`src/rtl/pc_sequencer_pkg.sv`:
```
// Shared types and defaults for the program-counter sequencer.
// Holds redirect encodings, FSM state encoding and reset/exception vectors.
package pc_sequencer_pkg;

    localparam int unsigned XLEN  = 32;
    localparam int unsigned OFF_W = 16;
    localparam int unsigned IDX_W = 26;

    localparam logic [XLEN-1:0] RESET_PC_DEF   = 32'h0000_0000;
    localparam logic [XLEN-1:0] EXC_VECTOR_DEF = 32'h0000_0080;

    typedef enum logic [1:0] {
        REDIR_BRANCH = 2'd0,
        REDIR_JUMP   = 2'd1,
        REDIR_JR     = 2'd2,
        REDIR_RSVD   = 2'd3
    } redir_kind_e;

    typedef enum logic [1:0] {
        ST_RESET_HOLD = 2'd0,
        ST_FETCH      = 2'd1,
        ST_ISSUE      = 2'd2,
        ST_HOLD       = 2'd3
    } state_e;

    // One-entry redirect holding register; the target is resolved at capture.
    typedef struct packed {
        logic            valid;
        logic [XLEN-1:0] target;
    } pend_redir_t;

    function automatic logic is_word_aligned(input logic [XLEN-1:0] addr);
        return addr[1:0] == 2'b00;
    endfunction

endpackage

```
`src/rtl/pc_sequencer_next_pc_calc.sv`:
```
// Combinational redirect target computation: branch, J/JAL, JR.
// A misaligned JR resolves to the exception vector and is flagged.
module pc_sequencer_next_pc_calc
    import pc_sequencer_pkg::*;
#(
    parameter logic [XLEN-1:0] EXC_VECTOR = EXC_VECTOR_DEF
) (
    input  logic [XLEN-1:0]  pc_base_i,
    input  redir_kind_e      kind_i,
    input  logic [OFF_W-1:0] branch_off_i,
    input  logic [IDX_W-1:0] jump_index_i,
    input  logic [XLEN-1:0]  jr_target_i,
    output logic [XLEN-1:0]  target_c,
    output logic             kind_ok_c,
    output logic             misaligned_c
);

    logic [XLEN-1:0] seq_pc;
    logic [XLEN-1:0] br_disp;

    assign seq_pc  = pc_base_i + XLEN'(4);
    assign br_disp = {{(XLEN-OFF_W-2){branch_off_i[OFF_W-1]}}, branch_off_i, 2'b00};

    always_comb begin
        target_c     = seq_pc;
        kind_ok_c    = 1'b1;
        misaligned_c = 1'b0;
        case (kind_i)
            REDIR_BRANCH: target_c = seq_pc + br_disp;
            REDIR_JUMP:   target_c = {seq_pc[XLEN-1:XLEN-4], jump_index_i, 2'b00};
            REDIR_JR: begin
                if (is_word_aligned(jr_target_i)) begin
                    target_c = jr_target_i;
                end else begin
                    target_c     = EXC_VECTOR;
                    misaligned_c = 1'b1;
                end
            end
            default: kind_ok_c = 1'b0;
        endcase
    end

endmodule

```
`src/rtl/pc_sequencer.sv`:
```
// Program-counter sequencer: owns the PC, fetches over a req/ack handshake
// and applies branch/jump/JR redirects at safe points in the fetch cycle.
module pc_sequencer
    import pc_sequencer_pkg::*;
#(
    parameter logic [XLEN-1:0] RESET_PC   = RESET_PC_DEF,
    parameter logic [XLEN-1:0] EXC_VECTOR = EXC_VECTOR_DEF
) (
    input  logic             clk,
    input  logic             rst_n,
    input  logic             stall,
    input  logic             redir_valid,
    input  logic [1:0]       redir_kind,
    input  logic [OFF_W-1:0] branch_off,
    input  logic [IDX_W-1:0] jump_index,
    input  logic [XLEN-1:0]  jr_target,
    output logic             imem_req,
    output logic [XLEN-1:0]  imem_addr,
    input  logic             imem_ack,
    input  logic [XLEN-1:0]  imem_rdata,
    output logic             instr_valid,
    output logic [XLEN-1:0]  instr,
    output logic [XLEN-1:0]  instr_pc,
    output logic [XLEN-1:0]  pc,
    output logic             addr_err
);

    state_e          state_q, state_d;
    logic [XLEN-1:0] pc_q, pc_d;
    logic [XLEN-1:0] instr_q, instr_d;
    logic [XLEN-1:0] instr_pc_q, instr_pc_d;
    logic            instr_valid_q, instr_valid_d;
    logic            imem_req_q, imem_req_d;
    logic            addr_err_q, addr_err_d;
    pend_redir_t     pend_q, pend_d;

    logic [XLEN-1:0] calc_target;
    logic            calc_kind_ok;
    logic            calc_misaligned;
    logic            redir_take;
    logic            have_redir;
    logic [XLEN-1:0] redir_tgt;

    pc_sequencer_next_pc_calc #(
        .EXC_VECTOR (EXC_VECTOR)
    ) u_next_pc_calc (
        .pc_base_i    (instr_pc_q),
        .kind_i       (redir_kind_e'(redir_kind)),
        .branch_off_i (branch_off),
        .jump_index_i (jump_index),
        .jr_target_i  (jr_target),
        .target_c     (calc_target),
        .kind_ok_c    (calc_kind_ok),
        .misaligned_c (calc_misaligned)
    );

    // An incoming redirect in the same cycle overrides the stored one.
    assign redir_take = redir_valid && calc_kind_ok && (state_q != ST_RESET_HOLD);
    assign have_redir = redir_take || pend_q.valid;
    assign redir_tgt  = redir_take ? calc_target : pend_q.target;

    always_ff @(posedge clk or negedge rst_n) begin
        if (!rst_n) begin
            state_q       <= ST_RESET_HOLD;
            pc_q          <= RESET_PC;
            instr_q       <= '0;
            instr_pc_q    <= '0;
            instr_valid_q <= 1'b0;
            imem_req_q    <= 1'b0;
            addr_err_q    <= 1'b0;
            pend_q        <= '0;
        end else begin
            state_q       <= state_d;
            pc_q          <= pc_d;
            instr_q       <= instr_d;
            instr_pc_q    <= instr_pc_d;
            instr_valid_q <= instr_valid_d;
            imem_req_q    <= imem_req_d;
            addr_err_q    <= addr_err_d;
            pend_q        <= pend_d;
        end
    end

    always_comb begin
        state_d    = state_q;
        pc_d       = pc_q;
        instr_d    = instr_q;
        instr_pc_d = instr_pc_q;
        pend_d     = pend_q;
        addr_err_d = 1'b0;

        if (redir_take) begin
            pend_d.valid  = 1'b1;
            pend_d.target = calc_target;
            addr_err_d    = calc_misaligned;
        end

        case (state_q)
            ST_RESET_HOLD: state_d = ST_FETCH;
            ST_FETCH: begin
                // PC only moves once the outstanding request is acknowledged.
                if (imem_ack) begin
                    if (have_redir) begin
                        pc_d   = redir_tgt;
                        pend_d = '0;
                    end else begin
                        instr_d    = imem_rdata;
                        instr_pc_d = pc_q;
                        state_d    = ST_ISSUE;
                    end
                end
            end
            ST_ISSUE: begin
                pc_d    = have_redir ? redir_tgt : pc_q + XLEN'(4);
                pend_d  = '0;
                state_d = stall ? ST_HOLD : ST_FETCH;
            end
            ST_HOLD: begin
                if (!stall) begin
                    state_d = ST_FETCH;
                end
            end
            default: state_d = ST_RESET_HOLD;
        endcase

        imem_req_d    = (state_d == ST_FETCH);
        instr_valid_d = (state_d == ST_ISSUE);
    end

    assign imem_req    = imem_req_q;
    assign imem_addr   = pc_q;
    assign pc          = pc_q;
    assign instr_valid = instr_valid_q;
    assign instr       = instr_q;
    assign instr_pc    = instr_pc_q;
    assign addr_err    = addr_err_q;

endmodule
```
`config.mk`:
```
export PLATFORM = sky130hd
export DESIGN_NAME = pc_sequencer
export DESIGN_NICKNAME = d
export VERILOG_FILES = /design/src/rtl/pc_sequencer_pkg.sv /design/src/rtl/pc_sequencer_next_pc_calc.sv /design/src/rtl/pc_sequencer.sv
export SDC_FILE = /design/constraint.sdc
export NUM_CORES = 1
export LEC_CHECK = 0
export CORE_ASPECT_RATIO = 2
export CORE_MARGIN = 8
export CORE_UTILIZATION = 54
export CTS_CLUSTER_SIZE = 28
export DETAILED_ROUTE_END_ITERATION = 7
export PLACE_DENSITY = 0.95
export SLEW_MARGIN = 20
export SYNTH_ARGS = -nofsm -noshare
export SYNTH_HDL_FRONTEND = slang
export SYNTH_HIERARCHICAL = 1
export SYNTH_SLANG_ARGS = --single-unit
```
`constraint.sdc`:
```
create_clock -name clk -period 7.8 [get_ports clk]
set_clock_uncertainty 0.15 [all_clocks]
set_input_delay 0.78 -clock clk [delete_from_list [all_inputs] [get_ports clk]]
set_output_delay 0.78 -clock clk [all_outputs]
set_load 0.005 [all_outputs]
```
==> flow_metrics.tcl, run 1 <==
set metrics [dict create \
    outcome "finished, final reports clean" \
    p_switching_mw 2.130 \
    dieWidth_um 109.0 \
    p_comb_share_pct 53.3 \
    synthArstFlopShare_pct 100.0 \
    worstMarginPinSlew_ns 1.069 \
    seq_area_frac_synth_pct 35.88 \
    regToRegStartpoint "instr_pc[4]$_DFFE_PN0P_" \
    drv_slew 0 \
    coreArea_mm2 0.01710 \
    arrival_ns 5.09 \
    via_count 9441 \
    drt_first_pass_iters 5 \
    internal-power_mw 3.115 \
    htree_levels 4 \
    yosys.area.top_type "dfrtp_1" \
    syn_area_mm2 0.009345 \
    r2r_end "imem_addr[26]$_DFFE_PN0P_" \
    wl_per_cell_um 23.58 \
    swShare_pct 40.61 \
    fin_ws_ns 2.867 \
    clkPwrFrac_pct 18.6 \
    path_clk_slew_ns 0.06 \
    holdCritPathClass "in2async" \
    io_buffers 243 \
    grt_max_degree 74 \
    cts_tree "built" \
    ys.flop_type "dfrtp_1" \
    dp_hpwl_um 24640 \
    layout-drive-gt1-share_pct 10.27 \
    ys_warn_count 6 \
    io_pins 244 \
    critPathLaunchType "register" \
    synth.top_cell.area_share_pct 35.88 \
    fin_crit_ns 4.933 \
    root_buffer "clkbuf_16" \
    nets 1378 \
    finalPower_mw 5.244 \
    cts_buffers 17 \
    routabilityCongestion 1.003 \
    ys_types 75 \
    syn_nets 1194 \
    fp-row-count 68 \
    irDropWorstVdd_uv 499.8 \
    power_density_mw_per_mm2 426.4 \
    start_util_pct 54.65 \
    max_freq_mhz 202.7 \
    hold_viol 0 \
    final_common_cell "clkdlybuf4s50_1" \
    max-clock-path-buffers 2 \
    areaGrowthSynthToFinish_pct 31.61 \
    grt_pass1_wl_um 52470 \
    cts_resized 0 \
    cts.sinks 134 \
    die_height_um 202.0 \
    die-area_mm2 0.02203 \
    rsz0062_at_grt "false" \
    layout_common_cells "clkdlybuf4s50_1, dfrtp_1, nand2_1" \
    maxSlewHeadroom_pct 28.58 \
    grt_usage_pct 30.53 \
    crit_path_end_kind "register" \
    ys_top_cells_by_area "dfrtp_1, mux2_2, a21oi_1" \
    netlist_instances 1041 \
    insertedDiodeCount 0 \
    setup_viol 0 \
    worstPathMaxFanout 7 \
    drc 0 \
    grt_pass1_vias 9482 \
    critical_path_required_ns 7.96 \
    reg2reg_setup_slack_ns 2.87 \
    setup-tns-final_ns 0 \
    postSynthAreaPerCell_um2 8.977 \
    cts-hold-fix-buffers 0 \
    seqPwrFrac_pct 28.1 \
    antenna_left 0 \
    synth_edf_count 0 \
    dpl_worst_slack_ns 2.809 \
    reg2reg_depth 17 \
    hold_ws_ns 0.2869 \
    num-fill-cells 1239 \
    cap_violations 0 \
    drt-total-wl_um 34120 \
    antenna_found_initial 0 \
    post-cts-setup-buffers 0 \
    drt_iter0_drc 824 \
    leakage_nw 5.084 \
    final.period_utilization_pct 63.24 \
    gr-total-overflow 0 \
    viasPerCell 6.525 \
    synth-seq-cells 134 \
    path_class "reg2reg" \
    clk_latency_ns 0.43 \
]
[cell families after synthesis]
kind of cell             synth area share (%)
XOR/XNOR                                4.780
adder cells (fa/ha/maj)                 5.436
flip-flops                              35.88
AO/OA/AOI/OAI                           19.83
multiplexers                            9.827
AND/OR/NAND/NOR                         17.67
buffers and inverters                   6.574
[flip-flops by register name, indices dropped and copies added, names as in the netlist]
register and cells:
state_q 2, addr_err 1, imem_addr 32, instr_valid 1
imem_req 1, pend_q 33, instr_pc 32, instr 32
[routing by layer]
layer | up-vias | track usage, % | wire, um
met4 | 0 | 12.70 | 1490
met5 | - | 0 | 0
li1 | 4146 | - | -
met3 | 138 | 6.730 | 3468
met2 | 656 | 49.59 | 16480
met1 | 4501 | 37.71 | 12670
[synth_stat cells, types with 5 or more instances]
cell type,count
and3_1,18
xnor2_1,33
a21oi_1,98
ha_1,39
o22ai_1,9
a21o_1,17
nor2_1,77
or3_1,5
buf_4,38
inv_1,15
nand2b_1,6
xor2_1,18
a22o_1,5
and4_1,5
dfrtp_1,134
o21ai_1,12
mux2i_1,16
mux2_2,64
o21ai_0,32
buf_2,11
and2_1,9
nor2b_1,6
a211oi_1,11
nand2_1,128
nor3_1,14
a211o_1,5
a31oi_1,17
o211ai_1,12
o21a_1,9
nand3_1,33
buf_6,8
a221oi_1,13
clkbuf_1,28
nand4_1,22
buf_1,6
a22oi_1,7
[layout make-up]
type	count	area [um2]	area share, %
inverters	15	56.30	0.4578
multi-input cells	801	5391	43.84
clock buffers	19	432.9	3.520
repair buffers	256	2527	20.55
clock inverters	12	275.3	2.238
flip-flops and latches	134	3353	27.26
well taps	210	262.8	2.136
[worst max-delay path, cell delays in order (launching register included)]
cell	delay (ns)
dfrtp_1	0.46
and4_1	0.30
nand4_1	0.32
nor3_2	0.32
nand2b_1	0.25
nor2_1	0.23
xor2_1	0.23
ha_1	0.35
and3_1	0.21
nand2_1	0.11
nor3_1	0.06
a2111oi_0	0.78
nand2_1	0.15
xor2_1	0.17
a221o_1	0.30
nand2_1	0.09
a21oi_1	0.08
a211o_1	0.27
[worst max path at each step]
stage	start	endpoint	slack, ns	depth (start not counted)
3_5_place_dp	redir_kind[0]	imem_addr[21]$_DFFE_PN0P_	2.81	9
6_report	instr_pc[4]$_DFFE_PN0P_	imem_addr[26]$_DFFE_PN0P_	2.87	17
5_1_grt	instr_pc[4]$_DFFE_PN0P_	imem_addr[26]$_DFFE_PN0P_	2.60	17
2_1_floorplan	instr_pc[9]$_DFFE_PN0P_	imem_addr[26]$_DFFE_PN0P_	3.82	17
3_3_place_gp	redir_kind[0]	imem_addr[21]$_DFFE_PN0P_	2.93	9
4_1_cts	instr_pc[4]$_DFFE_PN0P_	imem_addr[26]$_DFFE_PN0P_	2.96	17
[power groups by stage]
stage | sequential [mW] | clock (mW) | combinational (mW)
floorplan | 1.33 | 0 | 1.69
global placement | 1.43 | 0 | 2.68
detailed placement | 1.45 | 0 | 2.72
CTS | 1.46 | 0.981 | 2.77
global route | 1.52 | 1.01 | 2.99
finish | 1.48 | 0.975 | 2.79
[metrics by stage]
step | instances | utilization, % | instance area (um2)
after global routing | 1447 | 71.92 | 12300
after global placement | 1416 | 67.78 | 11590
after CTS | 1447 | 71.92 | 12300
after detailed placement | 1416 | 67.78 | 11590
final | 1447 | 71.92 | 12300
after floorplan | 1041 | - | 9345
(Power assumes the default switching activity.)
==> inputs of run 2 (changes only) <==
- CORE_UTILIZATION: 54 -> 45
- PLACE_DENSITY: 0.95 -> 0.86
- clock period: 7.8 -> 4.1 ns (I/O delays scaled with it)
==> flow_metrics.tcl, run 2 (synthesized netlist as in run 1, its figures left out) <==
set metrics [dict create \
    finalPower_mw 10.26 \
    fin_crit_ns 3.996 \
    cts-hold-fix-buffers 0 \
    irDropWorstVdd_uv 393.6 \
    critical_path_required_ns 4.31 \
    insertedDiodeCount 0 \
    crit_path_end_kind "register" \
    rsz0062_at_grt "true" \
    drc 0 \
    viasPerCell 6.004 \
    coreArea_mm2 0.02037 \
    fin_ws_ns 0.1041 \
    areaGrowthSynthToFinish_pct 40.86 \
    cp_cell_sequence "and4_4, nand4_1, buf_4, nor4_4, buf_4, nand2_4, xnor2_2, ha_1, buf_6, a21o_1, a21oi_2, o21ai_1, a21oi_2, a21oi_2, a211oi_2, o31ai_2, xnor2_1, a221oi_2, nand2_1, a21oi_1, a21bo_2" \
    root_buffer "clkbuf_16" \
    largest_register_ffs 33 \
    cts_tree "built" \
    setup-tns-final_ns 0 \
    violations "negative hold slack" \
    worstMarginPinSlew_ns 0.9317 \
    antenna_left 0 \
    arrival_ns 4.21 \
    multi_input_area_mm2 0.005710 \
    dp_hpwl_um 26480 \
    regArea_mm2 0.003353 \
    setup_viol 0 \
    holdCritPathClass "in2async" \
    cpMostUsedCell "a21oi_2" \
    critical_path.max_stage_delay_ns 0.35 \
    num-fill-cells 1689 \
    htree_levels 4 \
    cts.sinks 134 \
    dieWidth_um 117.9 \
    routabilityCongestion 0.9943 \
    path_class "reg2reg" \
    die-area_mm2 0.02591 \
    grt_pass1_vias 9705 \
    max-clock-path-buffers 2 \
    drt_first_pass_iters 5 \
    layout-drive-gt1-share_pct 19.74 \
    io_buffers 243 \
    power_density_mw_per_mm2 779.6 \
    critPathLaunchType "register" \
    grt_max_degree 114 \
    drv_slew 0 \
    cp_top_family "compound AO/OA/AOI/OAI gates" \
    outcome "finished, violations left" \
    clk_latency_ns 0.42 \
    drt-total-wl_um 34810 \
    via_count 9505 \
    io_pins 244 \
    top_register "pend_q" \
    hold_ws_ns -0.07641 \
    cpMaxStageDelayCell "dfrtp_1" \
    layout_common_cells "clkdlybuf4s50_1, dfrtp_1, nand2_1" \
    maxSlewHeadroom_pct 37.89 \
    finish.utilization_pct 64.63 \
    worst-path-buf-inv 3 \
    grt_pass1_wl_um 53190 \
    cap_violations 0 \
    path_clk_slew_ns 0.07 \
    grt_usage_pct 25.83 \
    leakage_nw 5.536 \
    max_freq_mhz 250.3 \
    hold_viol 46 \
    cts_buffers 17 \
    final_common_cell "clkdlybuf4s50_1" \
    dpl_worst_slack_ns -0.07884 \
    gr-total-overflow 0 \
    start_util_pct 45.88 \
    wl_per_cell_um 21.99 \
    worstPathMaxFanout 3 \
    die_height_um 219.8 \
    final.period_utilization_pct 97.46 \
    antenna_found_initial 0 \
    fp-row-count 74 \
    nets 1457 \
    drt_iter0_drc 1010 \
]
run 2: cell count changes in the layout (fill, tap and decap cells not counted), sizes merged:
cell	delta
buf	+78
inv	+10
bufinv	-7
clkinv	-3
clkinvlp	+3
clkdlybuf4s50	-1
run 2: what timing repair did:
action                                  4_1_cts  5_1_grt
pin swaps                                     2       35
setup buffers                                 0       15
endpoints found under the setup margin        4       19
resized for setup                             4       61
run 2: power by group:
group | leakage [nW] | switching, mW | internal, mW
clock | 0.278 | 0.659 | 0.860
combinational | 3.60 | 2.88 | 3.19
sequential | 1.65 | 0.714 | 1.96
run 2: through the flow:
step	instance area (um2)	cells
floorplan	9345	1041
finish	13160	1583
detailed placement	12150	1537
global route	13160	1583
global placement	12150	1537
CTS	12760	1569
run 2: area by class of cell:
cell class                 count  share of cell area (%)
clock buffer                  17                   3.232
clock inverter                15                   1.188
inverter                      15                  0.4277
multi-input combinational    801                   43.38
sequential                   134                   25.47
tap                          266                   2.528
timing repair buffer         335                   23.77
run 2: worst paths after layout:
check | startpoint | endpoint | slack [ns] | cells past startpoint
setup / recovery | instr_pc[12]$_DFFE_PN0P_ | imem_addr[31]$_DFFE_PN0P_ | 0.10 | 21
hold / removal | rst_n | instr[5]$_DFFE_PN0P_ | -0.08 | 1
setup reg to reg | instr_pc[12]$_DFFE_PN0P_ | imem_addr[31]$_DFFE_PN0P_ | 0.10 | 21
hold reg to reg | instr[12]$_DFFE_PN0P_ | instr[12]$_DFFE_PN0P_ | 0.35 | 1
max in group asynchronous | rst_n | instr_pc[2]$_DFFE_PN0P_ | 2.92 | 2
min in group clk | instr[12]$_DFFE_PN0P_ | instr[12]$_DFFE_PN0P_ | 0.35 | 1
run 2: routing by layer:
layer  global-route usage (%)  share of wire [%]  wire, um
met4                    18.44                6.4      2239
met3                    4.973                6.5      2273
met5                        0                  0         0
met2                    47.52                 53     18480
met1                    25.61                 34     11820
